`config.mk`:
```
export PLATFORM = sky130hd
export DESIGN_NAME = branch_unit
export DESIGN_NICKNAME = d
export VERILOG_FILES = /design/src/rtl/branch_unit.sv
export SDC_FILE = /design/constraint.sdc
export NUM_CORES = 1
export LEC_CHECK = 0
export ABC_CLOCK_PERIOD_IN_PS = 2930
export BUFFER_PORTS_ARGS = -buffer_cell sky130_fd_sc_hd__buf_2
export CORE_ASPECT_RATIO = 1.5
export CORE_MARGIN = 3
export CORE_UTILIZATION = 52
export DETAILED_ROUTE_END_ITERATION = 8
export GPL_ROUTABILITY_DRIVEN = 0
export GPL_TIMING_DRIVEN = 0
export MAX_ROUTING_LAYER = met4
export PLACE_DENSITY = 0.81
export SETUP_SLACK_MARGIN = 0.02
export SLEW_MARGIN = 10
export SYNTH_ARGS = -nofsm -noshare
export SYNTH_HDL_FRONTEND = slang
export SYNTH_SLANG_ARGS = --single-unit
```
`constraint.sdc`:
```
create_clock -name clk -period 2.93 [get_ports clk]
set_input_delay 0.293 -clock clk [delete_from_list [all_inputs] [get_ports clk]]
set_output_delay 0.293 -clock clk [all_outputs]
set_load 0.005 [all_outputs]
```
`src/rtl/branch_unit.sv`:
```
// ============================================================================
// Module      : branch_unit
// Description : Flag-driven branch evaluation, target computation and
//               PC-load / link-register write sequencing.
// Revision    : 1.0 - initial release
// ============================================================================
`default_nettype none

module branch_unit #(
    parameter int PC_W     = 9,
    parameter int REG_SIZE = 16
) (
    input  logic                clk,
    input  logic                reset,
    input  logic [2:0]          status_in,
    input  logic                load_s,
    input  logic                start,
    input  logic [2:0]          op,
    input  logic [7:0]          imm8,
    input  logic [PC_W-1:0]     pc,
    input  logic [REG_SIZE-1:0] rd_val,
    output logic [2:0]          status_q,
    output logic                busy,
    output logic                taken,
    output logic                load_pc,
    output logic [PC_W-1:0]     pc_next,
    output logic                link_we,
    output logic [REG_SIZE-1:0] link_data,
    output logic                done
);

    localparam logic [2:0] OP_B   = 3'b000;
    localparam logic [2:0] OP_BEQ = 3'b001;
    localparam logic [2:0] OP_BNE = 3'b010;
    localparam logic [2:0] OP_BLT = 3'b011;
    localparam logic [2:0] OP_BLE = 3'b100;
    localparam logic [2:0] OP_BL  = 3'b101;
    localparam logic [2:0] OP_BX  = 3'b110;
    localparam logic [2:0] OP_BLX = 3'b111;

    typedef enum logic [1:0] {
        S_IDLE   = 2'd0,
        S_EVAL   = 2'd1,
        S_LINK   = 2'd2,
        S_UPDATE = 2'd3
    } state_t;

    state_t                state_q, state_d;
    logic [2:0]            status_d;
    logic [2:0]            op_q, op_d;
    logic [7:0]            imm_q, imm_d;
    logic [PC_W-1:0]       pc_q, pc_d;
    logic [PC_W-1:0]       rd_q, rd_d;
    logic                  taken_q, taken_d;
    logic [PC_W-1:0]       pc_next_q, pc_next_d;
    logic [REG_SIZE-1:0]   link_data_q, link_data_d;

    logic                  w_flag_n, w_flag_v, w_flag_z;
    logic                  w_cond;
    logic                  w_is_link;
    logic                  w_is_reg;
    logic [PC_W-1:0]       w_pc_inc;
    logic [PC_W-1:0]       w_imm_ext;
    logic [PC_W-1:0]       w_target;

    // Only the low PC_W bits of the register operand can ever reach the PC.
    generate
        if (REG_SIZE > PC_W) begin : g_rd_upper
            logic unused_rd_upper;
            assign unused_rd_upper = ^rd_val[REG_SIZE-1:PC_W];
        end
    endgenerate

    assign w_flag_n  = status_q[2];
    assign w_flag_v  = status_q[1];
    assign w_flag_z  = status_q[0];
    assign w_is_link = (op_q == OP_BL) || (op_q == OP_BLX);
    assign w_is_reg  = (op_q == OP_BX) || (op_q == OP_BLX);

    // Arithmetic is PC_W wide so relative targets wrap in both directions.
    assign w_pc_inc  = pc_q + PC_W'(1);
    assign w_imm_ext = PC_W'($signed(imm_q));
    assign w_target  = w_is_reg ? rd_q : (w_pc_inc + w_imm_ext);

    always_comb begin
        w_cond = 1'b0;
        case (op_q)
            OP_B, OP_BL, OP_BX, OP_BLX: w_cond = 1'b1;
            OP_BEQ:                     w_cond = w_flag_z;
            OP_BNE:                     w_cond = ~w_flag_z;
            OP_BLT:                     w_cond = w_flag_n ^ w_flag_v;
            OP_BLE:                     w_cond = (w_flag_n ^ w_flag_v) | w_flag_z;
            default:                    w_cond = 1'b0;
        endcase
    end

    assign status_d = load_s ? status_in : status_q;

    always_comb begin
        state_d     = state_q;
        op_d        = op_q;
        imm_d       = imm_q;
        pc_d        = pc_q;
        rd_d        = rd_q;
        taken_d     = taken_q;
        pc_next_d   = pc_next_q;
        link_data_d = link_data_q;
        case (state_q)
            S_IDLE: begin
                if (start) begin
                    state_d = S_EVAL;
                    op_d    = op;
                    imm_d   = imm8;
                    pc_d    = pc;
                    rd_d    = rd_val[PC_W-1:0];
                    taken_d = 1'b0;
                end
            end
            S_EVAL: begin
                taken_d   = w_cond;
                pc_next_d = w_cond ? w_target : w_pc_inc;
                if (w_is_link) begin
                    state_d     = S_LINK;
                    link_data_d = REG_SIZE'(w_pc_inc);
                end else begin
                    state_d = S_UPDATE;
                end
            end
            S_LINK: begin
                state_d = S_UPDATE;
            end
            S_UPDATE: begin
                state_d = S_IDLE;
            end
            default: begin
                state_d = S_IDLE;
            end
        endcase
    end

    always_ff @(posedge clk) begin
        if (reset) begin
            state_q     <= S_IDLE;
            status_q    <= 3'b000;
            op_q        <= 3'b000;
            imm_q       <= 8'h00;
            pc_q        <= '0;
            rd_q        <= '0;
            taken_q     <= 1'b0;
            pc_next_q   <= '0;
            link_data_q <= '0;
        end else begin
            state_q     <= state_d;
            status_q    <= status_d;
            op_q        <= op_d;
            imm_q       <= imm_d;
            pc_q        <= pc_d;
            rd_q        <= rd_d;
            taken_q     <= taken_d;
            pc_next_q   <= pc_next_d;
            link_data_q <= link_data_d;
        end
    end

    // Strobes decode straight from the state register, so each lasts one cycle.
    assign busy      = (state_q != S_IDLE);
    assign load_pc   = (state_q == S_UPDATE);
    assign done      = (state_q == S_UPDATE);
    assign link_we   = (state_q == S_LINK);
    assign taken     = taken_q;
    assign pc_next   = pc_next_q;
    assign link_data = link_data_q;

endmodule

`default_nettype wire

```
==> results.cfg <==
[cells_and_area]
n_antenna_cell = 0
n_fill_cell = 481
final_nets = 479
synthToLayoutAreaGrowth_pct = 19.3
multi_input_area_um2 = 1560
ff_latch_area_um2 = 1060
drive_gt1_frac = 0.211

[synthesis]
netlist_area_um2 = 2760
avgSynthCellArea_um2 = 7.94
ys_seq_area_frac = 0.384
yosysUniqueCellTypes = 51
postSynth.asyncResetShare = 0
synth_top_area_frac = 0.384
synth_edf_count = 0
synth_cells = 348
ys_ff_latch = 53
ys_warn_count = 0
yosysTopAreaCell = dfxtp_1
synthTopCellsByArea = dfxtp_1 (38%), nand2_1 (11%), a21oi_1 (8.2%), ha_1 (6.3%), nor2_1 (4.1%)
synth-main-ff-cell = dfxtp_1

[flow_run]
drv_cap = 0

[grt]
first_global_vias = 2493
grt_pass1_wl_um = 11200
grt_max_degree = 18
antenna_found_initial = 0
grt_usage = 0.239
grt-ovfl-total = 0

[min_path]
whs_endpoint = pc_q[7]
hp-class = in -> reg
hold_depth = 3
hold_start = pc[7]

[timing]
period_minus_slack_ns = 2.63
rsz0062_at_grt = no
finalSetupTns_ns = 0
finalMaxSlewViolations = 0
tightest_slew_ns = 0.564
setup_viol = 0
whs_ns = 0.203
hold_viol = 0
period_share = 0.897
fin_skew_ns = 0.00997
max_freq_ghz = 0.380
slew_headroom = 0.624

[clocking]
cts_buffers = 5
cts.sinks = 53
cts_max_level = 2
path_clk_slew_ns = 0.10
postCtsSetupRepairBufs = 0
tritoncts = done
cts.path.max_buffers = 2
cts-root-buf = clkbuf_8
clk_latency_ns = 0.31

[placed_design]
port_buffers = 60
dpl.hpwl_um = 5370

[worst_setup_path]
r2r_slack_ns = 0.30
cp_max_fo = 7
worstReg2RegStart = pc_q[0]
worstPathArrival_ns = 2.86
reg2regPathDepth = 9
cp-end-kind = register
path_class = reg -> reg
cp.required_ns = 3.16
worstSetupStartpointType = register
reg2reg_to = pc_next[8]

[pwr]
ir_drop_uv = 504
powerDensity_nw_per_um2 = 732
leakagePower_nw = 1.48

[status]
outcome = finished clean

[floorplanning]
io_pins = 76
die_area_um2 = 6240
die_h_um = 95.3
start_util = 0.556
core_um2 = 4960
die_w_um = 65.5
num_rows = 31

[routing]
first_pass_iters = 4
finalWirelength_um = 6960
drc = 0
vias_per_cell = 5.41
wl_per_cell_um = 14.3
drt-initial-drc-count = 110
antenna_left = 0
vias = 2640
## flip-flops by register name (all words and copies together), names as in the netlist
signal,count
imm_q,8
op_q,3
status_q,3
pc_next,9
state_q,2
rd_q,9
link_data,9
taken,1
pc_q,9
## synth_stat cells (3+ instances only)
master    count
a221oi_1      3
nand3_1       5
dfxtp_1      53
buf_6         3
ha_1         14
nand2_1      78
nor3_1        6
a21o_1        5
clkbuf_1     14
a311oi_1      3
a21oi_1      45
o21a_1        4
inv_1         8
nor2b_1       3
xor2_1        4
a211oi_1      6
nor2_1       30
o21ai_0       9
or3_1         4
mux2i_1       4
buf_4         8
xnor2_1       5
## power breakdown
group | leakage (nW) | internal (mW) | switching, mW
sequential | 0.434 | 0.871 | 0.123
clock | 0.0543 | 0.256 | 0.251
combinational | 0.996 | 0.395 | 0.519
total | 1.48 | 1.52 | 0.893
## metal layers
metal | routed length (µm) | track usage
met5 | 0 | -
met4 | 97 | 0.0709
met3 | 321 | 0.0425
met2 | 3820 | 0.442
met1 | 2720 | 0.256
## layout by cell type (no fill, tap or decap), types with 5 or more instances in the layout
cell | synthesis | final
nand2_1 | 78 | 78
buf_2 | 0 | 60
dfxtp_1 | 53 | 52
a21oi_1 | 45 | 45
nor2_1 | 30 | 30
clkbuf_1 | 14 | 14
ha_1 | 14 | 14
o21ai_0 | 9 | 9
inv_1 | 8 | 8
buf_4 | 8 | 8
conb_1 | 1 | 7
a211oi_1 | 6 | 6
nor3_1 | 6 | 6
nand3_1 | 5 | 5
a21o_1 | 5 | 5
clkbuf_8 | 0 | 5
## logic make-up (layout without fill, tap and decap cells)
group / Yosys count / after routing / synth area share
AND/OR/NAND/NOR: 141 / 141 / 0.222
flip-flops: 53 / 53 / 0.384
AO/OA/AOI/OAI: 90 / 90 / 0.205
other: 1 / 7 / 0.00136
multiplexers: 4 / 4 / 0.0145
adder cells (fa/ha/maj): 15 / 15 / 0.0707
buffers and inverters: 34 / 102 / 0.0652
XOR/XNOR: 10 / 10 / 0.0367
## final cells by class
class,instances,share of cell area
tap,66,0.0250
clock buffer,5,0.0209
clock inverter,3,0.0140
multi-input combinational,267,0.472
timing repair buffer,60,0.0911
sequential,53,0.322
buffer,26,0.0455
inverter,8,0.00911
## stage by stage
| stage | instances | cell area, µm² | worst slack (ns) | util | total power, mW |
|---|---|---|---|---|---|
| after CTS | 488 | 3280 | 0.108 | 0.661 | 2.40 |
| after floorplan | 354 | 2790 | 0.584 | - | 1.61 |
| after global placement | 480 | 3170 | 0.169 | 0.638 | 1.88 |
| after detailed placement | 480 | 3170 | 0.137 | 0.638 | 1.91 |
| final | 488 | 3300 | 0.302 | 0.664 | 2.41 |
| after global routing | 488 | 3300 | 0.106 | 0.664 | 2.58 |
## worst max path at each step
stage                             to  cells after the start    start
after CTS                 pc_next[8]                      9  pc_q[0]
after detailed placement  pc_next[8]                      9  pc_q[0]
final                     pc_next[8]                      9  pc_q[0]
after global placement    pc_next[8]                      9  pc_q[0]
after global routing      pc_next[8]                      8  pc_q[2]
after floorplan           pc_next[8]                      9  pc_q[0]
## worst max-delay path, stage by stage (launching register included)
cell and delay (ns):
dfxtp_2 0.44, ha_1 0.30, nand3_1 0.12, xnor2_1 0.35, ha_1 0.37, o211a_1 0.17, o31ai_2 0.08, a21oi_1 0.13
or3_1 0.36, a311oi_1 0.24
## repair_timing
action / in CTS / in global routing
resized for setup: 0 / 3
setup endpoints to repair: 0 / 1
hold buffers: 0 / 0
No activity file was read; power rests on OpenSTA's default activity.
